## config.mk

```make
export PLATFORM = sky130hd
export DESIGN_NAME = div_by_five_serial_tx
export DESIGN_NICKNAME = d
export VERILOG_FILES = /design/src/rtl/div_by_five_pkg.sv /design/src/rtl/div_by_five_mod_step.sv /design/src/rtl/div_by_five_serial_tx.sv
export SDC_FILE = /design/constraint.sdc
export NUM_CORES = 1
export LEC_CHECK = 0
export ABC_AREA = 1
export ABC_CLOCK_PERIOD_IN_PS = 1400
export BUFFER_PORTS_ARGS = -buffer_cell sky130_fd_sc_hd__buf_2
export CORE_MARGIN = 3
export CORE_UTILIZATION = 49
export CTS_BUF_LIST = sky130_fd_sc_hd__clkbuf_4 sky130_fd_sc_hd__clkbuf_8
export DETAILED_ROUTE_END_ITERATION = 7
export GPL_TIMING_DRIVEN = 0
export PLACE_DENSITY = 0.86
export SYNTH_ARGS = -nofsm -noshare
export SYNTH_HDL_FRONTEND = slang
export SYNTH_SLANG_ARGS = --single-unit
export TNS_END_PERCENT = 100
```

## constraint.sdc

```tcl
create_clock -name clk -period 1.4 [get_ports clk]
set_clock_uncertainty 0.15 [all_clocks]
set_input_delay 0.28 -clock clk [delete_from_list [all_inputs] [get_ports clk]]
set_output_delay 0.28 -clock clk [all_outputs]
set_load 0.01 [all_outputs]
```

## src/rtl/div_by_five_pkg.sv

```systemverilog
// rtl/div_by_five_pkg.sv - shared types and defaults for the divide-by-five serial link
package div_by_five_pkg;

  typedef enum logic [1:0] {
    IDLE  = 2'd0,
    SHIFT = 2'd1,
    DONE  = 2'd2
  } state_e;

  localparam int DEFAULT_WIDTH   = 8;
  localparam int DEFAULT_DIVISOR = 5;

endpackage

```

## src/rtl/div_by_five_mod_step.sv

```systemverilog
// rtl/div_by_five_mod_step.sv - one MSB-first step of a running remainder mod DIVISOR
// Ports:
//   rem_in  [RW-1:0]  remainder of the bits seen so far
//   bit_in            next bit (appended as new LSB)
//   rem_out [RW-1:0]  (2*rem_in + bit_in) mod DIVISOR
module div_by_five_mod_step
  import div_by_five_pkg::*;
#(
  parameter  int DIVISOR = DEFAULT_DIVISOR,
  localparam int RW      = $clog2(DIVISOR)
) (
  input  logic [RW-1:0] rem_in,
  input  logic          bit_in,
  output logic [RW-1:0] rem_out
);

  localparam logic [RW:0] DIV_W = (RW+1)'(DIVISOR);

  logic [RW:0] sum;

  // rem_in < DIVISOR, so sum < 2*DIVISOR: a single conditional subtract
  // brings it back into range.
  always_comb begin
    sum = {rem_in, bit_in};
    if (sum >= DIV_W) begin
      rem_out = RW'(sum - DIV_W);
    end else begin
      rem_out = sum[RW-1:0];
    end
  end

endmodule

```

## src/rtl/div_by_five_serial_tx.sv

```systemverilog
// rtl/div_by_five_serial_tx.sv - parallel-in, MSB-first serial transmitter with running remainder
// Ports:
//   clk, rst            clock; synchronous active-high reset
//   in_val/in_rdy       parallel word handshake (in_rdy high only in IDLE)
//   in_data [WIDTH-1:0] word to serialise
//   ser_val/ser_rdy     serial beat handshake
//   ser_bit, ser_last   current bit (MSB first) and last-bit marker
//   stat_val            one-cycle frame-complete pulse
//   stat_rem [RW-1:0]   word mod DIVISOR; stat_div = (stat_rem == 0)
module div_by_five_serial_tx
  import div_by_five_pkg::*;
#(
  parameter  int WIDTH   = DEFAULT_WIDTH,
  parameter  int DIVISOR = DEFAULT_DIVISOR,
  localparam int RW      = $clog2(DIVISOR)
) (
  input  logic             clk,
  input  logic             rst,
  input  logic             in_val,
  output logic             in_rdy,
  input  logic [WIDTH-1:0] in_data,
  output logic             ser_val,
  input  logic             ser_rdy,
  output logic             ser_bit,
  output logic             ser_last,
  output logic             stat_val,
  output logic [RW-1:0]    stat_rem,
  output logic             stat_div
);

  // Counter stays at least one bit wide so WIDTH=1 still builds.
  localparam int            CW       = (WIDTH > 1) ? $clog2(WIDTH) : 1;
  localparam logic [CW-1:0] CNT_LOAD = CW'(WIDTH - 1);

  state_e           state_q, state_d;
  logic [WIDTH-1:0] shreg_q, shreg_d;
  logic [CW-1:0]    cnt_q, cnt_d;
  logic [RW-1:0]    rem_q, rem_d;
  logic [RW-1:0]    stat_rem_q, stat_rem_d;
  logic             stat_div_q, stat_div_d;
  logic [RW-1:0]    rem_step;

  div_by_five_mod_step #(
    .DIVISOR (DIVISOR)
  ) u_mod_step (
    .rem_in  (rem_q),
    .bit_in  (shreg_q[WIDTH-1]),
    .rem_out (rem_step)
  );

  always_ff @(posedge clk) begin
    if (rst) begin
      state_q    <= IDLE;
      shreg_q    <= '0;
      cnt_q      <= '0;
      rem_q      <= '0;
      stat_rem_q <= '0;
      stat_div_q <= 1'b0;
    end else begin
      state_q    <= state_d;
      shreg_q    <= shreg_d;
      cnt_q      <= cnt_d;
      rem_q      <= rem_d;
      stat_rem_q <= stat_rem_d;
      stat_div_q <= stat_div_d;
    end
  end

  always_comb begin
    state_d    = state_q;
    shreg_d    = shreg_q;
    cnt_d      = cnt_q;
    rem_d      = rem_q;
    stat_rem_d = stat_rem_q;
    stat_div_d = stat_div_q;
    in_rdy     = 1'b0;
    ser_val    = 1'b0;
    ser_bit    = 1'b0;
    ser_last   = 1'b0;
    stat_val   = 1'b0;

    case (state_q)
      IDLE: begin
        in_rdy = 1'b1;
        if (in_val) begin
          shreg_d = in_data;
          cnt_d   = CNT_LOAD;
          rem_d   = '0;
          state_d = SHIFT;
        end
      end
      SHIFT: begin
        ser_val  = 1'b1;
        ser_bit  = shreg_q[WIDTH-1];
        ser_last = (cnt_q == '0);
        // Without ser_rdy everything holds, so the bit is re-offered.
        if (ser_rdy) begin
          rem_d   = rem_step;
          shreg_d = shreg_q << 1;
          cnt_d   = cnt_q - CW'(1);
          if (ser_last) begin
            // Status is captured separately so it survives the next frame's rem clear.
            stat_rem_d = rem_step;
            stat_div_d = (rem_step == '0);
            state_d    = DONE;
          end
        end
      end
      DONE: begin
        stat_val = 1'b1;
        state_d  = IDLE;
      end
      default: state_d = IDLE;
    endcase
  end

  assign stat_rem = stat_rem_q;
  assign stat_div = stat_div_q;

endmodule

```

==> flow_metrics.py <==
metrics = {
    "synth": {
        "synth-main-ff-cell": "dfxtp_1",
        "synth_area_leaders": "dfxtp_1 (41%), nand2_1 (14%), a21oi_1 (5.2%)",
        "synth_area_leader_cell": "dfxtp_1",
        "synth-warning-count": 0,
        "async_flop_share_pct": 0,
        "syn_inst": 128,
        "synthAdderAreaFrac_pct": 5.168,
        "synth_top_family_by_area": "simple AND/OR/NAND/NOR gates",
        "netlist_area_um2": 968.4,
        "ys_top_cells_by_count": "nand2_1 (37), dfxtp_1 (20), inv_1 (13)",
        "synthMuxAreaShare_pct": 0,
        "synth_xor_area_share_pct": 0,
        "synth.top_cell.area_share_pct": 41.34,
        "synth_cell_types": 18,
        "synth-compound-area-share_pct": 16.02,
        "syn_area_per_cell_um2": 7.566,
        "synth-seq-area-share_pct": 41.34,
        "synthesis.nets": 144,
        "yosysMostFrequentCell": "nand2_1",
        "synthSimpleGateAreaFrac_pct": 29.33,
        "synth-seq-cells": 20,
        "synth_edf_count": 0,
    },
    "timing": {
        "max_freq_ghz": 0.6191,
        "drv_slew": 0,
        "setup_viol": 23,
        "finalHoldViolations": 0,
        "rsz0062_at_grt": "yes",
        "setup_slack_ps": -215.3,
        "relSlewSlack_pct": 57.54,
        "fin_crit_sh_pct": 115.4,
        "layout_min_cycle_time_ps": 1615,
        "setup_tns_ps": -1814,
        "tightest_slew_ps": 636.9,
    },
    "setup_path": {
        "path_class": "reg2reg",
        "path_cells": "inv_4 -> nand2_8 -> buf_6 -> nor2_4 -> nand2_4 -> nor2_4 -> nand3_2 -> a21oi_2",
        "critPathLaunchType": "flip-flop",
        "cp_top_family": "simple AND/OR/NAND/NOR gates",
        "cp_slowest_cell": "dfxtp_4",
        "critPathMaxFanout": 5,
        "endpoint_kind": "flip-flop",
        "worst_ep_required_time_ps": 1490,
        "slowest_delay_ps": 380,
        "path_buf_inv": 2,
        "crit_top_cell": "nor2_4",
        "cp.arrival_ps": 1700,
    },
    "placement": {
        "dp.cells": 172,
        "place_congestion": 0.7925,
        "port_buffers": 19,
        "hpwl_mm": 1.638,
    },
    "clocking": {
        "clock_sinks": 20,
        "htreeDepth": 1,
        "clockBufferDepth": 2,
        "cts_buffers": 3,
        "clk_latency_ps": 300,
        "cts_hold_buf": 0,
        "root_buffer": "clkbuf_4",
        "cts_tree": "done",
        "clk_pin_slew_ps": 110,
    },
    "routing": {
        "remaining_drc_errors": 0,
        "drt_iter0_markers": 32,
        "post_drt_wl_per_cell_um": 18.94,
        "wl_mm": 3.693,
        "via_per_inst": 5.728,
        "firstDrtPassIters": 4,
        "via_count": 1117,
        "antenna_left": 0,
    },
    "floorplanning": {
        "die_h_um": 50.46,
        "core_um2": 1802,
        "die_w_um": 50.46,
        "initial_core_util_pct": 53.75,
        "row_count": 15,
        "ios": 21,
        "die_area_um2": 2546,
    },
    "outcome": {
        "violations": "setup timing",
        "outcome": "finished with violations",
    },
    "final_layout": {
        "area_delta_synth_final_pct": 60.34,
        "fin_nets": 187,
        "fin_cells": 195,
        "drive_gt1_share_pct": 58.24,
        "diodes": 0,
    },
    "flow_run": {
        "maxCapViolations": 0,
    },
    "grt": {
        "antenna_found_initial": 0,
        "grt_pass1_wl_mm": 4.119,
        "grt.overflow.total": 0,
        "grt_usage_pct": 22.06,
        "grt_max_degree": 12,
        "grt_pass1_vias": 933,
    },
    "pwr": {
        "p_leak_uw": 0.0006848,
        "powerDensity_nw_per_um2": 929.6,
        "p_total_uw": 1443,
        "peakVddDrop_uv": 688.4,
    },
    "min_path": {
        "hp-class": "in2reg",
    },
}
[routing by layer]
| layer | global-route usage, % | vias to the layer above | part of all wire [%] |
|---|---|---|---|
| met3 | 6.825 | 23 | 7.6 |
| met4 | 13.00 | 0 | 5.4 |
| li1 | - | 509 | - |
| met1 | 23.20 | 520 | 38 |
| met5 | 0 | - | 0 |
| met2 | 38.26 | 65 | 49 |
[sequential cells by signal, summed over array words and instances (netlist names)]
register,cells
shreg_q,8
stat_div,1
rem_q,3
state_q,2
stat_rem,3
cnt_q,3
[worst register-to-register path, delay by kind of cell (launching register included)]
kind | cells | cell delay, ps
AND/OR/NAND/NOR | 5 | 660
flip-flops | 1 | 380
buffers and inverters | 2 | 200
AO/OA/AOI/OAI | 1 | 150
[power breakdown]
part | leakage, uW | switching (uW) | internal [uW] | total [uW]
logic | 0.000497 | 243 | 208 | 451
registers | 0.000167 | 45.1 | 610 | 655
clock network | 0.0000210 | 179 | 159 | 338
total | 0.000685 | 467 | 976 | 1440
[final timing paths]
check / start / to / slack, ps / cells after the start
setup / recovery: state_q[1] / stat_div / -220 / 8
hold / removal: in_data[0] / shreg_q[0] / 80 / 3
setup reg to reg: state_q[1] / stat_div / -220 / 8
hold reg to reg: stat_rem[0] / stat_rem[0] / 340 / 2
[metrics by stage]
| step | setup slack [ps] | hold slack, ps | util (%) | cell area, um^2 |
|---|---|---|---|---|
| global placement | -16.49 | 299.1 | 60.90 | 1097 |
| floorplan | 78.98 | 278.5 | - | 970.9 |
| CTS | -142.2 | 66.98 | 71.11 | 1281 |
| detailed placement | -122.0 | 308.9 | 60.90 | 1097 |
| global route | -264.8 | 60.70 | 86.18 | 1553 |
| finish | -215.3 | 79.99 | 86.18 | 1553 |
[cells by family after synthesis]
logic type | after synthesis
compound gates | 25
fa+ha+maj | 4
buf+inv | 17
flops | 20
simple gates | 62
[timing repair]
item	CTS	global route
buffers inserted	7	10
pin swaps	14	22
endpoints found under the setup margin	12	24
gates cloned	1	1
gates resized for setup	35	51
[final cells by class]
class / count / area (um^2)
multi-input cells: 91 / 680.7
flip-flops and latches: 20 / 415.4
repair buffers: 38 / 290.3
fillers: 82 / 249.0
inverters: 13 / 68.82
clock buffers: 4 / 36.28
well taps: 25 / 31.28
plain buffers: 4 / 30.03
[cells in the final DEF, fill, tap and decap left out, types with 2 or more instances in the layout]
cell type,instances
a21oi_1,6
ha_4,3
a21oi_2,4
inv_6,2
buf_2,16
inv_4,4
buf_4,10
inv_1,3
clkbuf_4,3
nor2_2,4
a31oi_1,7
dfxtp_2,3
nand2_4,4
nand3_2,3
inv_2,4
nand2_2,10
nor2_4,5
nor2_1,3
o21bai_1,5
buf_6,14
nand4_1,4
clkbuf_1,2
dfxtp_4,3
nand2_1,24
nor3_2,2
dfxtp_1,14
No activity file was read; power rests on OpenSTA's default activity.
